`src/rtl/uart_rx_pkg.sv`:
```
// Shared types for the UART receive controller: FSM state encoding and parity-type codes.
// Latency: n/a (declarations only).
// Backpressure: n/a.
package uart_rx_pkg;

    typedef enum logic [2:0] {
        IDLE   = 3'd0,
        START  = 3'd1,
        DATA   = 3'd2,
        PARITY = 3'd3,
        STOP   = 3'd4,
        OUT    = 3'd5
    } rx_state_t;

    // PAR_TYP encodings
    localparam logic EVEN = 1'b0;
    localparam logic ODD  = 1'b1;

    // Expected parity bit given the XOR of the data bits and the parity type.
    function automatic logic par_expect(input logic data_xor, input logic typ);
        return data_xor ^ (typ == ODD);
    endfunction

endpackage

```
`src/rtl/uart_rx_sampler.sv`:
```
// Mid-bit oversampler: captures two samples around the bit centre and votes with a third.
// Latency: decision is combinational at Edge_Cnt==H+1 using samples taken at H-1 and H.
// Backpressure: none; follows the external edge counter every cycle.
// Ports: CLK/RST (sync, active-low); RX_IN serial line; PRESCALE oversampling ratio;
//        Edge_Cnt edge index within bit; dec_vld decision strobe; dec_dat voted bit value.
module uart_rx_sampler (
    input  logic       CLK,
    input  logic       RST,
    input  logic       RX_IN,
    input  logic [5:0] PRESCALE,
    input  logic [5:0] Edge_Cnt,
    output logic       dec_vld,
    output logic       dec_dat
);

    logic [5:0] half;
    logic       s0;
    logic       s1;

    assign half = PRESCALE >> 1;

    always_ff @(posedge CLK) begin
        if (!RST) begin
            s0 <= 1'b0;
            s1 <= 1'b0;
        end else begin
            if (Edge_Cnt == half - 6'd1) s0 <= RX_IN;
            if (Edge_Cnt == half)        s1 <= RX_IN;
        end
    end

    // Third vote is the live line one edge after s1, so a single-cycle glitch is outvoted.
    assign dec_vld = (Edge_Cnt == half + 6'd1);
    assign dec_dat = (s0 & s1) | (s0 & RX_IN) | (s1 & RX_IN);

endmodule

```
`src/rtl/uart_rx_ctrl.sv`:
```
// UART receive controller: frame FSM, LSB-first shifter, parity and stop checks.
// Latency: result pulses one cycle after the stop-bit decision point (the OUT state).
// Backpressure: none; Data_Valid/Par_Err/Stp_Err are single-cycle pulses that must be taken.
// Ports: CLK/RST (sync, active-low); RX_IN line; PRESCALE, PAR_EN, PAR_TYP frame config;
//        Edge_Cnt/Bit_Cnt from the external counter; Cnt_En enables it; P_DATA last good word;
//        Data_Valid, Par_Err, Stp_Err result pulses.
module uart_rx_ctrl
    import uart_rx_pkg::*;
#(
    parameter int DATA_WIDTH = 8
) (
    input  logic                  CLK,
    input  logic                  RST,
    input  logic                  RX_IN,
    input  logic [5:0]            PRESCALE,
    input  logic                  PAR_EN,
    input  logic                  PAR_TYP,
    input  logic [5:0]            Edge_Cnt,
    input  logic [3:0]            Bit_Cnt,
    output logic                  Cnt_En,
    output logic [DATA_WIDTH-1:0] P_DATA,
    output logic                  Data_Valid,
    output logic                  Par_Err,
    output logic                  Stp_Err
);

    rx_state_t             state;
    rx_state_t             state_nxt;
    logic                  dec_vld;
    logic                  dec_dat;
    logic                  eob;
    logic                  start_entry;
    logic                  par_en_q;
    logic                  par_flag;
    logic                  stp_flag;
    logic [DATA_WIDTH-1:0] shift_dat;
    logic                  dv_nxt;
    logic                  pe_nxt;
    logic                  se_nxt;

    uart_rx_sampler u_sampler (
        .CLK      (CLK),
        .RST      (RST),
        .RX_IN    (RX_IN),
        .PRESCALE (PRESCALE),
        .Edge_Cnt (Edge_Cnt),
        .dec_vld  (dec_vld),
        .dec_dat  (dec_dat)
    );

    assign eob         = (Edge_Cnt == PRESCALE - 6'd1);
    assign start_entry = (state == IDLE) && !RX_IN;

    // State register
    always_ff @(posedge CLK) begin
        if (!RST) state <= IDLE;
        else      state <= state_nxt;
    end

    // Next-state logic. In START the glitch check wins over end-of-bit, which matters
    // at PRESCALE=4 where the decision point and end-of-bit coincide.
    always_comb begin
        state_nxt = state;
        case (state)
            IDLE:    if (!RX_IN) state_nxt = START;
            START: begin
                if (dec_vld && dec_dat)           state_nxt = IDLE;
                else if (eob && Bit_Cnt == 4'd0)  state_nxt = DATA;
            end
            DATA:    if (eob && Bit_Cnt == 4'(DATA_WIDTH))
                         state_nxt = par_en_q ? PARITY : STOP;
            PARITY:  if (eob) state_nxt = STOP;
            STOP:    if (dec_vld) state_nxt = OUT;
            OUT:     state_nxt = IDLE;
            default: state_nxt = IDLE;
        endcase
    end

    // Output decode. The stop bit is judged from the live decision since the flag
    // register only updates on the same edge the pulses are launched.
    always_comb begin
        Cnt_En = (state == START) || (state == DATA) || (state == PARITY) || (state == STOP);
        pe_nxt = (state == STOP) && dec_vld && par_flag;
        se_nxt = (state == STOP) && dec_vld && (!dec_dat || stp_flag);
        dv_nxt = (state == STOP) && dec_vld && !pe_nxt && !se_nxt;
    end

    // Datapath: config capture, shifter, error flags, registered result pulses.
    always_ff @(posedge CLK) begin
        if (!RST) begin
            par_en_q   <= 1'b0;
            shift_dat  <= '0;
            par_flag   <= 1'b0;
            stp_flag   <= 1'b0;
            P_DATA     <= '0;
            Data_Valid <= 1'b0;
            Par_Err    <= 1'b0;
            Stp_Err    <= 1'b0;
        end else begin
            if (dec_vld) par_en_q <= PAR_EN;

            if (state == DATA && dec_vld)
                shift_dat <= {dec_dat, shift_dat[DATA_WIDTH-1:1]};

            if (start_entry) begin
                par_flag <= 1'b0;
                stp_flag <= 1'b0;
            end else begin
                if (state == PARITY && dec_vld &&
                    dec_dat != par_expect(^shift_dat, PAR_TYP))
                    par_flag <= 1'b1;
                if (state == STOP && dec_vld && !dec_dat)
                    stp_flag <= 1'b1;
            end

            Data_Valid <= dv_nxt;
            Par_Err    <= pe_nxt;
            Stp_Err    <= se_nxt;
            if (dv_nxt) P_DATA <= shift_dat;
        end
    end

endmodule

```
`config.mk`:
```
export PLATFORM = sky130hd
export DESIGN_NAME = uart_rx_ctrl
export DESIGN_NICKNAME = d
export VERILOG_FILES = /design/src/rtl/uart_rx_pkg.sv /design/src/rtl/uart_rx_sampler.sv /design/src/rtl/uart_rx_ctrl.sv
export SDC_FILE = /design/constraint.sdc
export NUM_CORES = 1
export LEC_CHECK = 0
export ABC_AREA = 1
export CAP_MARGIN = 20
export CORE_ASPECT_RATIO = 1.75
export CORE_MARGIN = 2
export CORE_UTILIZATION = 52
export CTS_CLUSTER_DIAMETER = 50
export DETAILED_ROUTE_END_ITERATION = 7
export GPL_ROUTABILITY_DRIVEN = 0
export HOLD_SLACK_MARGIN = 0.06
export PLACE_DENSITY = 0.79
export SETUP_SLACK_MARGIN = 0.05
export SYNTH_ARGS = -nofsm -noshare
export SYNTH_HDL_FRONTEND = slang
export SYNTH_SLANG_ARGS = --single-unit
export TNS_END_PERCENT = 30
```
`constraint.sdc`:
```
create_clock -name CLK -period 2.4 [get_ports CLK]
set_input_delay 0.36 -clock CLK [delete_from_list [all_inputs] [get_ports CLK]]
set_output_delay 0.36 -clock CLK [all_outputs]
set_load 0.05 [all_outputs]
```
## Word level (Yosys, flattened, before mapping)

Cells that the tools add are included.

| word-level totals | value |
|---|---|
| register bits | 27 |
| input bits | 21 |

| cells by class | value |
|---|---|
| mux-type cells | 8 |
| reduce and logical (&&, ||, !) cells | 26 |
| equality and inequality tests | 15 |
| add/subtract/negate cells | 3 |
| bitwise operators | 7 |

Operators with widths:

| kind | count |
|---|---|
| 3-bit 2-to-1 mux | 7 |
| 6-bit == test | 3 |
| 3-bit one-hot mux with 5 select lines | 1 |
| 1-bit logical AND | 13 |
| 2-bit != test, second input constant | 4 |
| 8-bit XOR reduction | 1 |
| 5-bit by 1-bit adder with 6-bit output, second input constant | 1 |
| 3-bit by 2-bit == test with 1-bit output, second input constant | 2 |
| 6-bit by 5-bit == test with 1-bit output | 1 |
| 5-bit by 1-bit subtractor with 6-bit output, second input constant | 1 |
| 6-bit by 1-bit subtractor with 6-bit output, second input constant | 1 |
| 5-bit AND reduction | 1 |
| 4-bit == test, second input constant | 1 |
| 1-bit logical NOT | 4 |
| 4-bit logical NOT | 1 |
| 1-bit logical OR | 4 |
| 1-bit bitwise AND | 3 |
| 3-bit by 1-bit == test with 1-bit output, second input constant | 1 |
| 3-bit == test, second input constant | 1 |
| 3-bit logical NOT | 1 |
| 3-bit != test, second input constant | 1 |
| 1-bit bitwise OR | 2 |
| 2-bit OR reduction | 1 |
| 1-bit != test | 1 |
| 2 further kinds | 2 |

## Depth between registers and ports, before layout

Gate-level depths: netlist of the first run.

| logic depth | value |
|---|---|
| depth after elaboration | 8 |
| gate-level depth with buffers | 16 |
| gate-level depth less buffers | 16 |

## Modules after synthesis

A second synthesis of the first run with hierarchy kept.

| second synthesis, totals | value |
|---|---|
| cells, all modules | 297 |
| area, all modules | 1841.8 um^2 |

Modules (own cells, without submodules):

| module | cells each | times used | area each (um^2) | seq. area each (um^2) |
|---|---|---|---|---|
| uart_rx_ctrl | 212 | 1 | 1387.6 | 500.5 |
| uart_rx_sampler | 85 | 1 | 454.2 | 40.0 |

## Worst setup path before layout of the first run

Ideal clock, no wire load.

| timing | value |
|---|---|
| kind | in2reg |
| start point | in PRESCALE[1] |
| end point | reg P_DATA[5] |
| buffers on the path | 0 |
| setup time | 66 ps |
| data required time | 2334 ps |
| arrival | 1727 ps |
| cell stages on the path | 11 |
| setup slack | 607 ps |
| cell sequence | inv_1 > ha_1 > xnor2_1 > nand3_2 > nor2_4 > nand2_4 > nor2_4 > nand3_4 > clkinv_4 > o21ai_2 > a21oi_2 |

| between the ends | value |
|---|---|
| longest elaborated chain between the ends | 7 |
| elaborated cells between the ends (all ways) | 9 |
| classes of those cells | add/sub (1); eq/ne (1); reduce/logical (7) |

Ends and longest elaborated chain:

| what | RTL line | source |
|---|---|---|
| start: declaration | uart_rx_ctrl.sv:15 | `input logic [5:0] PRESCALE,` |
| 5-bit by 1-bit adder with 6-bit output (*) | uart_rx_sampler.sv:33 | `assign dec_vld = (Edge_Cnt == half + 6'd1);` |
| 6-bit == test (*) | uart_rx_sampler.sv:33 |  |
| 1-bit logical AND (*) | uart_rx_ctrl.sv:83, uart_rx_ctrl.sv:84, uart_rx_ctrl.sv:85 |  |
| 1-bit logical AND | uart_rx_ctrl.sv:83 | `pe_nxt = (state == STOP) && dec_vld && par_flag;` |
| 1-bit logical NOT | uart_rx_ctrl.sv:85 | `dv_nxt = (state == STOP) && dec_vld && !pe_nxt && !se_nxt;` |
| 1-bit logical AND | uart_rx_ctrl.sv:85 |  |
| 1-bit logical AND (*) | uart_rx_ctrl.sv:85 |  |
| end signal: assignment | uart_rx_ctrl.sv:119 | `if (dv_nxt) P_DATA <= shift_dat;` |
| end: declaration | uart_rx_ctrl.sv:21 | `output logic [DATA_WIDTH-1:0] P_DATA,` |

Every way passes the cells marked *; elsewhere a longest branch is shown, timed or not.
A chain may end at the register's enable or synchronous reset.

## Worst setup path after layout of the first run

| timing | value |
|---|---|
| start point | in PRESCALE[1] |
| end point | reg P_DATA[6] |

The elaborated chain is that of the path after synthesis.

==> results of run 1 <==
placed cells by master (no fill, tap or decap):
cell type	instances
a21boi_0	1
a21oi_1	17
a21oi_2	1
buf_4	9
clkbuf_1	1
clkbuf_8	3
clkdlybuf4s50_1	31
clkinv_4	1
dfxtp_1	27
ha_1	4
inv_1	29
inv_2	4
nand2_1	67
nand2_2	9
nand2_4	1
nand3_1	22
nand3_2	3
nand3_4	1
nand3b_1	1
nand4_1	5
nor2_1	34
nor2_2	3
nor2_4	4
nor3_1	3
nor3_2	1
nor4_1	3
o21ai_0	6
o21ai_1	9
o21ai_2	2
xnor2_1	5
xor2_1	8
xor2_2	1
per-stage QoR:
stage	setup WS (ns)	TNS [ns]	instance area, sq um	std cells
6_report	0.2467	0	2277	361
5_1_grt	0.05994	0	2277	361
4_1_cts	0.2427	0	2270	361
3_5_place_dp	-0.04345	-0.1307	2225	357
3_3_place_gp	0.01472	0	2225	357
2_1_floorplan	0.6072	0	1814	275
logic make-up after synthesis:
logic type	share of synthesized area
AO/OA/AOI/OAI	0.1069
XOR/XNOR	0.07173
adder cells (fa/ha/maj)	0.02759
buffers and inverters	0.08620
flip-flops	0.2979
AND/OR/NAND/NOR	0.4097
how the worst max path moves through the flow:
| stage | endpoint | slack (ns) | from | depth (start not counted) |
|---|---|---|---|---|
| floorplan | P_DATA[5] | 0.61 | PRESCALE[1] | 11 |
| global placement | P_DATA[1] | 0.01 | PRESCALE[1] | 12 |
| detailed placement | P_DATA[6] | -0.04 | PRESCALE[1] | 12 |
| CTS | P_DATA[6] | 0.24 | PRESCALE[1] | 12 |
| global route | state[2] | 0.06 | PRESCALE[1] | 17 |
| finish | P_DATA[6] | 0.25 | PRESCALE[1] | 12 |
worst max-delay path: stages:
cell	delay [ns]
clkdlybuf4s50_1	0.47
inv_1	0.08
ha_1	0.31
xnor2_1	0.23
nand3_2	0.13
nor2_4	0.13
nand2_4	0.09
nor2_4	0.13
nand3_4	0.13
clkinv_4	0.12
o21ai_1	0.07
nor2_1	0.11
final cells by class:
cell class	instances	area (sq um)	area share
clock buffers	4	45.04	0.01978
inverters	34	132.6	0.05824
well taps	45	56.30	0.02473
flip-flops and latches	27	540.5	0.2374
repair buffers	40	377.9	0.1659
multi-input cells	211	1125	0.4940
flip-flops by register name (all words and copies together), names as in the netlist:
register and count:
stp_flag 1, Data_Valid 1, shift_dat 8, Stp_Err 1
u_sampler.s0 1, u_sampler.s1 1, P_DATA 8, Par_Err 1
state 3, par_en_q 1, par_flag 1
metal layers:
layer	vias up	share of wire	track usage
met5	-	0	0
met4	0	0.028	0.09429
met3	10	0.017	0.007194
met2	35	0.61	0.5178
met1	830	0.35	0.1973
li1	960	-	-
power groups by stage:
| stage | Combinational (mW) | Clock [mW] | Sequential (mW) |
|---|---|---|---|
| after global placement | 0.624 | 0 | 0.511 |
| after CTS | 0.634 | 0.253 | 0.500 |
| after global routing | 0.719 | 0.273 | 0.506 |
| after detailed placement | 0.632 | 0 | 0.511 |
| after floorplan | 0.471 | 0 | 0.504 |
| final | 0.634 | 0.249 | 0.500 |
==> key figures, run 1 <==
Power and ir drop
  – Sw Ratio: 0.4095
  – Clock share of power: 0.180
  – Leak: roughly 1.1 nW
  – Peak VDD IR: 0.0003846 V
  – Sequential share of power: 0.362
  – Int Power: approximately 820 uW
  – Gate power share: 0.458
  – Net Sw Power: ~570 uW
  – Total power: between 1 and 1.5 mW
  – Pwr/cell area: 607.3 mW/mm^2

Worst setup path
  – Reg2reg start: u_sampler.s0
  – CP Class: in -> reg
  – Crit Path Max Fanout: 9
  – R2R setup slack: ~0.75 ns
  – Critical path capture point type: register
  – Worst R2R End: P_DATA[6]
  – Worst EP arrival: roughly 2.4 ns
  – R2R cell count: 6
  – Worst setup SP type: primary input
  – Worst EP required: between 2 and 3 ns

Clock network
  – PostCTS Resize Cnt: 0
  – CTS buffer count: 3
  – Post-CTS Setup Bufs: 0
  – Clk sink count: 27
  – CTS root buf: clkbuf_8
  – Cts hold-fix bufs: 0
  – Clk buf depth: 2
  – CTS tree: built
  – Clock insertion delay at the later pin of the skew report: approximately 0.27 ns
  – CTS clk-pin slew, worst paths: 0.08 ns
  – H-Tree Depth: 1

Placement
  – Post-DP HPWL: roughly 3.5 mm
  – I/O Buffers: 32

Logic synthesis
  – Mapped cell area: ~0.0018 sq mm
  – Post-synth cell types: 31
  – Net Count, Synth: 300
  – Mean Syn Cell Area: approximately 6.6 sq um
  – Syn. warnings: 0
  – Synth Register Bits: 27
  – EDFF count, synth: 0
  – Synth area leaders: dfxtp_1 30%, nand2_1 14%, nor2_1 7.2%, nand3_1 6.3%, inv_1 6.0%
  – Synth cell count leaders: 67 x nand2_1, 35 x nor2_1, 29 x inv_1, 27 x dfxtp_1, 23 x nand3_1
  – Async S/R FF share, synth: 0
  – Yosys top cell area share: 0.2979
  – Synth area leader: dfxtp_1
  – Main synth FF type: dfxtp_1
  – Mapped Cells: between 200 and 300
  – Most common cell in the synthesized netlist: nand2_1
  – Register area share after synthesis: 0.2979

Timing
  – # setup viols final: 0
  – Unrepaired setup endpoints after global routing: no
  – Final min period: roughly 2.2 ns
  – Worst-Margin Slew: a little over 0.6 ns
  – Clock Skew: 0.002688 ns
  – Relative slew slack: 0.5904
  – Slew Viols, Final: 0
  – Period utilization: 0.8972
  – Fmax: 464.4 MHz
  – Final hold violation count: 0
  – Worst hold slack: around 0.42 ns

Final layout
  – Synth-to-layout area growth: 25.52%
  – Ant. Diodes: 0
  – Number of fill cells: approximately 320
  – Share of cells above drive strength 1: 0.1361
  – Final #Nets: 342
  – Final Core Density: 0.6771

Detailed routing
  – Routed vias/inst: 5.083
  – Drt total wl: 4.131 mm
  – WL/cell: between 10 and 15 um
  – Via count: between 1500 and 2000
  – DRC: 0
  – Drt first pass iters: 4
  – DRT antenna net count: 0
  – Iter 0 DRT Violations: 26

Die
  – Initial Utilization: 0.5394
  – Die height: a little over 80 um
  – Row count: 28
  – DIE AREA: roughly 0.004 sq mm
  – Io pins: 33
  – Die Wd: 48.65 um
  – Core area: approximately 0.0034 sq mm

Global route
  – Largest net degree at the start of global routing: 15
  – Total GRT Usage: 0.2273
  – Vias in the first global route: approximately 1800
  – First-pass GRT wire length: between 7 and 8 mm
  – Gr ovfl total: 0
  – Initial antenna violation count: 0

Job
  – Max Cap Viol: 0

Min path
  – Hold_sp: par_flag
  – WHS Endpoint: Data_Valid
  – Hold Crit Class: reg -> reg
  – WHS Path Cells: 1

Run status
  – Outcome: complete, no violations
(Power assumes the default switching activity.)
==> run 2, diff against run 1 <==
Settings changed: REMOVE_ABC_BUFFERS set to 1.
==> run 2 against run 1 <==
Global-route usage rose by 0.30 points. Sequential share of layout area decreased by 0.14 points. Worst hold slack worse by 0.0057 ns. First-iteration DRC count up 62%. Fmax increased by 1.7%. Sequential cell count unchanged. Routed wire length up 2.7%. Final cell count unchanged. Critical path type unchanged. Highest routed layer unchanged.
==> key figures, run 2 (same netlist as run 1, synthesis figures left out) <==
Worst setup path
  – Crit path max-delay cell type: clkdlybuf4s50_1 (unchanged)
  – CP Class: in -> reg (unchanged)
  – Most common cell on crit path: nor2_4 (unchanged)
  – Worst setup SP type: primary input (unchanged)
  – Worst EP arrival: 2.33 ns (was 2.36 ns)
  – Crit Path Max Fanout: 9 (unchanged)
  – Critical path capture point type: register (unchanged)
  – Max incr delay on CP: 0.47 ns (about the same)
  – Worst EP required: 2.61 ns (about the same)
  – CP cell instances: clkdlybuf4s50_1 -> inv_1 -> ha_1 -> xnor2_2 -> nand3_2 -> nor2_4 -> nand2_4 -> nor2_4 -> nand3_4 -> clkinv_4 -> o21ai_2 -> a21oi_2 (was clkdlybuf4s50_1 -> inv_1 -> ha_1 -> xnor2_1 -> nand3_2 -> nor2_4 -> nand2_4 -> nor2_4 -> nand3_4 -> clkinv_4 -> o21ai_1 -> nor2_1)

Global route
  – Vias in the first global route: 1704 (was 1778)
  – Initial antenna violation count: 0 (unchanged)
  – Total GRT Usage: 0.2303 (was 0.2273)
  – First-pass GRT wire length: 7.155 mm (was 7.231 mm)
  – Gr ovfl total: 0 (unchanged)
  – Largest net degree at the start of global routing: 18 (was 15)

Power and ir drop
  – Peak VDD IR: 0.0003664 V (was 0.0003846 V)
  – Total power: 1.397 mW (was 1.383 mW)
  – Leak: 1.076 nW (was 1.065 nW)
  – Pwr/cell area: 609.9 mW/mm^2 (was 607.3 mW/mm^2)

Detailed routing
  – WL/cell: 11.75 um (was 11.44 um)
  – Routed vias/inst: 5.177 (was 5.083)
  – DRC: 0 (unchanged)
  – Via count: 1869 (was 1835)
  – DRT antenna net count: 0 (unchanged)
  – Drt first pass iters: 4 (unchanged)
  – Iter 0 DRT Violations: 42 (was 26)
  – Drt total wl: 4.243 mm (was 4.131 mm)

Placement
  – Setup WS pre-CTS: -0.09539 ns (was -0.04345 ns)
  – Post-DP HPWL: 3.542 mm (was 3.541 mm)
  – I/O Buffers: 32 (unchanged)
  – Dpl cell area: 0.002237 sq mm (was 0.002225 sq mm)

Min path
  – Hold Crit Class: reg -> reg (unchanged)

Final layout
  – Final #Nets: 342 (unchanged)
  – Final instance area: 0.002291 sq mm (was 0.002277 sq mm)
  – Ant. Diodes: 0 (unchanged)
  – Share of cells above drive strength 1: 0.1361 (unchanged)
  – Reg area: 540.5 sq um (unchanged)
  – Commonest non-fill, non-tap cell in the layout: nand2_1 (unchanged)
  – Top Registers: P_DATA: 8 flops, shift_dat: 8 flops, state: 3 flops (unchanged)
  – Number of fill cells: 327 (was 318)
  – Most frequent cells in the layout: 67 x nand2_1, 35 x nor2_1, 31 x clkdlybuf4s50_1 (was 67 x nand2_1, 34 x nor2_1, 31 x clkdlybuf4s50_1)
  – Synth-to-layout area growth: 26.28% (was 25.52%)
  – Footprint of the multi-input gates: 0.001125 sq mm (unchanged)

Timing
  – Fmax: 472.5 MHz (was 464.4 MHz)
  – Worst-Margin Slew: 0.6183 ns (was 0.6080 ns)
  – Slew Viols, Final: 0 (unchanged)
  – Final WS setup: 0.2836 ns (was 0.2467 ns)
  – Worst hold slack: 0.4186 ns (was 0.4243 ns)
  – Period utilization: 0.8818 (was 0.8972)
  – # setup viols final: 0 (unchanged)
  – Unrepaired setup endpoints after global routing: no (unchanged)
  – Final min period: 2.116 ns (was 2.153 ns)
  – Final hold violation count: 0 (unchanged)
  – Clock Skew: 0.002253 ns (was 0.002688 ns)
  – Relative slew slack: 0.5834 (was 0.5904)

Job
  – Max Cap Viol: 0 (unchanged)

Clock network
  – Clk buf depth: 2 (unchanged)
  – Post-CTS Setup Bufs: 0 (unchanged)
  – Cts hold-fix bufs: 0 (unchanged)
  – Clk sink count: 27 (unchanged)
  – H-Tree Depth: 1 (unchanged)
  – CTS root buf: clkbuf_8 (unchanged)
  – CTS buffer count: 3 (unchanged)
  – CTS clk-pin slew, worst paths: 0.09 ns (was 0.08 ns)
  – PostCTS Resize Cnt: 0 (unchanged)
  – CTS tree: built (unchanged)
  – Clock insertion delay at the later pin of the skew report: 0.27 ns (about the same)

Die
  – DIE AREA: 0.003996 sq mm (unchanged)
  – Core area: 0.003363 sq mm (unchanged)
  – Row count: 28 (unchanged)
  – Die height: 82.14 um (unchanged)
  – Initial Utilization: 0.5394 (unchanged)
  – Die Wd: 48.65 um (unchanged)
  – Io pins: 33 (unchanged)

Run status
  – Outcome: complete, no violations (unchanged)
run 2: cell types whose count changed in the layout (fill, tap and decap cells not counted), sizes merged:
cell | before | now
clkbuf | 4 | 3
clkinv | 1 | 2
run 2: worst max-delay path: cells and delay by family:
| family | cells | cell delay, ns |
|---|---|---|
| simple gates | 5 | 0.61 |
| xor+xnor | 1 | 0.17 |
| compound gates | 2 | 0.18 |
| buf+inv | 3 | 0.68 |
| fa+ha+maj | 1 | 0.33 |
run 2: power by group:
part / total [mW] / switching (mW) / internal [mW]
sequential: 0.503 / 0.0269 / 0.476
clock: 0.250 / 0.134 / 0.116
combinational: 0.644 / 0.422 / 0.222
run 2: layout make-up:
cell class / instances / share of cell area
clock buffers: 3 / 0.01802
clock inverters: 1 / 0.002185
inverters: 34 / 0.05789
multi-input cells: 211 / 0.4910
flip-flops and latches: 27 / 0.2359
well taps: 45 / 0.02458
repair buffers: 40 / 0.1704
run 2: stage by stage:
step	util	std cells	TNS (ns)
2_1_floorplan	-	272	0
3_3_place_gp	0.6652	357	-0.3138
3_5_place_dp	0.6652	357	-0.7138
4_1_cts	0.6789	361	0
5_1_grt	0.6812	361	0
6_report	0.6812	361	0
run 2: final timing paths:
check / startpoint / end / slack (ns) / cells past startpoint
min reg2reg: par_flag / Data_Valid / 0.42 / 1
max reg2reg: u_sampler.s0 / state[2] / 0.72 / 8
max: PRESCALE[1] / P_DATA[5] / 0.28 / 12
min: par_flag / Data_Valid / 0.42 / 1
run 2: per-layer routing:
layer  global-route usage  vias to the layer above  wire [um]
met3              0.01619                       13         89
met5                    0                        -          0
met4               0.1514                        0        202
met1               0.1926                      845       1424
li1                     -                      966          -
met2               0.5000                       45       2527
==> run 3, diff against run 2 <==
Settings changed: CAP_MARGIN 20 to unset, CORE_ASPECT_RATIO 1.75 to 1.1, HOLD_SLACK_MARGIN 0.06 to 0.1.
==> run 3 against run 2 <==
Routed wire length shrank 7.1%. Clock-buffer cell count unchanged. Global-route usage down 1.7 points. Sequential power about the same. Cell area fell by 1.2%. Non-clock buffer count grew 1. Worst hold slack better by 0.017 ns. Sequential share of layout area up 0.29 points. Register-to-register slack is essentially flat. Via count decreased by 2.6%. Critical endpoint is now P_DATA[7]. Highest routed layer unchanged.
==> key figures, run 3 (same netlist as run 1, synthesis figures left out) <==
Die
  – Io pins: 33 (unchanged)
  – Core area: 0.003331 sq mm (was 0.003363 sq mm)
  – Die height: 65.95 um (was 82.14 um)
  – Row count: 22 (was 28)
  – Die Wd: 60.32 um (was 48.65 um)
  – Initial Utilization: 0.5447 (was 0.5394)
  – DIE AREA: 0.003978 sq mm (was 0.003996 sq mm)

Clock network
  – H-Tree Depth: 1 (unchanged)
  – PostCTS Resize Cnt: 0 (unchanged)
  – Clk sink count: 27 (unchanged)
  – CTS root buf: clkbuf_4 (was clkbuf_8)
  – Cts hold-fix bufs: 0 (unchanged)
  – Post-CTS Setup Bufs: 0 (unchanged)
  – CTS buffer count: 3 (unchanged)
  – Clk buf depth: 2 (unchanged)
  – CTS tree: built (unchanged)
  – Clock insertion delay at the later pin of the skew report: 0.33 ns (was 0.27 ns)
  – CTS clk-pin slew, worst paths: 0.13 ns (was 0.09 ns)

Worst setup path
  – Worst EP required: 2.67 ns (was 2.61 ns)
  – Crit Path Max Fanout: 9 (unchanged)
  – Crit path buffers/inverters: 3 (unchanged)
  – R2R setup slack: 0.73 ns (was 0.72 ns)
  – Critical Path End: P_DATA[7] (was P_DATA[5])
  – Worst R2R End: state[0] (was state[2])
  – CP top delay family: simple AND/OR/NAND/NOR gates (was buffers and inverters)
  – Crit path max-delay cell type: clkdlybuf4s50_1 (unchanged)
  – CP Class: in -> reg (unchanged)
  – Most common cell on crit path: nor2_4 (unchanged)
  – Reg2reg start: u_sampler.s0 (unchanged)
  – Worst setup SP type: primary input (unchanged)
  – R2R cell count: 7 (was 8)
  – Worst EP arrival: 2.42 ns (was 2.33 ns)
  – Critical Path Stages: 12 (unchanged)
  – CP cell instances: clkdlybuf4s50_1 -> inv_1 -> ha_1 -> xnor2_1 -> nand3_2 -> nor2_4 -> nand2_4 -> nor2_4 -> nand3_4 -> clkinv_4 -> o21ai_1 -> nor2_1 (was clkdlybuf4s50_1 -> inv_1 -> ha_1 -> xnor2_2 -> nand3_2 -> nor2_4 -> nand2_4 -> nor2_4 -> nand3_4 -> clkinv_4 -> o21ai_2 -> a21oi_2)
  – Max incr delay on CP: 0.47 ns (about the same)
  – Critical path capture point type: register (unchanged)
  – Crit path from: PRESCALE[1] (unchanged)

Min path
  – Hold Crit Class: reg -> reg (unchanged)
  – Hold_sp: par_flag (unchanged)

Global route
  – Total GRT Usage: 0.2133 (was 0.2303)
  – First-pass GRT wire length: 6.665 mm (was 7.155 mm)
  – Largest net degree at the start of global routing: 16 (was 18)
  – Initial antenna violation count: 0 (unchanged)
  – Vias in the first global route: 1612 (was 1704)
  – Gr ovfl total: 0 (unchanged)

Timing
  – Final hold violation count: 0 (unchanged)
  – Worst-Margin Slew: 0.6069 ns (was 0.6183 ns)
  – Period utilization: 0.8942 (was 0.8818)
  – Final WS setup: 0.2540 ns (was 0.2836 ns)
  – Slew Viols, Final: 0 (unchanged)
  – Unrepaired setup endpoints after global routing: no (unchanged)
  – Relative slew slack: 0.5911 (was 0.5834)
  – Fmax: 466.0 MHz (was 472.5 MHz)
  – Setup TNS: 0 ns (unchanged)
  – Clock Skew: 0.01702 ns (was 0.002253 ns)
  – Final min period: 2.146 ns (was 2.116 ns)
  – # setup viols final: 0 (unchanged)

Detailed routing
  – Top sig layer: met4 (unchanged)
  – Metal3 WL: 132 um (was 89 um)
  – WL met1: 1.809 mm (was 1.424 mm)
  – Via count: 1821 (was 1869)
  – DRC: 0 (unchanged)
  – Drt total wl: 3.943 mm (was 4.243 mm)
  – Routed vias/inst: 4.989 (was 5.177)
  – Iter 0 DRT Violations: 81 (was 42)
  – DRT antenna net count: 0 (unchanged)
  – WL met2: 1.952 mm (was 2.527 mm)
  – Drt first pass iters: 4 (unchanged)
  – WL/cell: 10.80 um (was 11.75 um)

Placement
  – Setup WS pre-CTS: -0.1169 ns (was -0.09539 ns)
  – Post-DP HPWL: 3.209 mm (was 3.542 mm)
  – I/O Buffers: 32 (unchanged)

Power and ir drop
  – Pwr/cell area: 590.2 mW/mm^2 (was 609.9 mW/mm^2)
  – Leak: 1.063 nW (was 1.076 nW)
  – Sequential share of power: 0.374 (was 0.360)
  – Net Sw Power: 576.1 uW (was 583.5 uW)
  – Peak VDD IR: 0.0002727 V (was 0.0003664 V)
  – Int Power: 759.8 uW (was 813.8 uW)
  – Clock share of power: 0.148 (was 0.179)
  – Sw Ratio: 0.4313 (was 0.4176)
  – Gate power share: 0.478 (was 0.461)

Final layout
  – Share of cells above drive strength 1: 0.1356 (was 0.1361)
  – Number of fill cells: 312 (was 327)
  – Ant. Diodes: 0 (unchanged)
  – Top Registers: P_DATA: 8 flops, shift_dat: 8 flops, state: 3 flops (unchanged)
  – Synth-to-layout area growth: 24.76% (was 26.28%)
  – Commonest non-fill, non-tap cell in the layout: nand2_1 (unchanged)
  – Final Core Density: 0.6796 (was 0.6812)
  – Final #Nets: 343 (was 342)
  – Most frequent cells in the layout: 67 x nand2_1, 35 x nor2_1, 31 x clkdlybuf4s50_1 (unchanged)

Run status
  – Outcome: complete, no violations (unchanged)

Job
  – Max Cap Viol: 0 (unchanged)
run 3: cell type report:
| cell class | count | area (sq um) | share of cell area |
|---|---|---|---|
| Clock buffer | 3 | 22.52 | 0.009950 |
| Tap cell | 48 | 60.06 | 0.02653 |
| Multi-Input combinational cell | 211 | 1117 | 0.4936 |
| Sequential cell | 27 | 540.5 | 0.2388 |
| Timing Repair Buffer | 41 | 385.4 | 0.1703 |
| Inverter | 34 | 132.6 | 0.05860 |
| Clock inverter | 1 | 5.005 | 0.002211 |
run 3: worst min-delay path by stage:
| stage | endpoint | slack, ns | cells past startpoint |
|---|---|---|---|
| after CTS | Data_Valid | 0.43 | 1 |
| after global placement | Data_Valid | 0.41 | 1 |
| after floorplan | Data_Valid | 0.40 | 1 |
| after detailed placement | Data_Valid | 0.42 | 1 |
| final | Data_Valid | 0.44 | 1 |
| after global routing | Data_Valid | 0.48 | 1 |
run 3: routing by layer:
layer  vias to the layer above  global-route usage
li1                        964                   -
met2                        49              0.3940
met3                         4             0.01566
met5                         -                   0
met1                       804              0.2566
met4                         0             0.06111
run 3: power groups by stage:
stage | sequential [mW] | combinational (mW) | clock [mW]
after global routing | 0.503 | 0.705 | 0.216
after global placement | 0.508 | 0.625 | 0
after floorplan | 0.504 | 0.462 | 0
final | 0.500 | 0.638 | 0.198
after CTS | 0.499 | 0.634 | 0.199
after detailed placement | 0.508 | 0.631 | 0
run 3: metrics by stage:
step | hold slack, ns | power [mW] | cell area [sq um] | instances
floorplan | 0.3995 | 0.9661 | 1790 | 272
global placement | 0.4099 | 1.133 | 2236 | 361
detailed placement | 0.4152 | 1.140 | 2236 | 361
CTS | 0.4336 | 1.333 | 2263 | 365
global route | 0.4752 | 1.424 | 2263 | 365
finish | 0.4355 | 1.336 | 2263 | 365
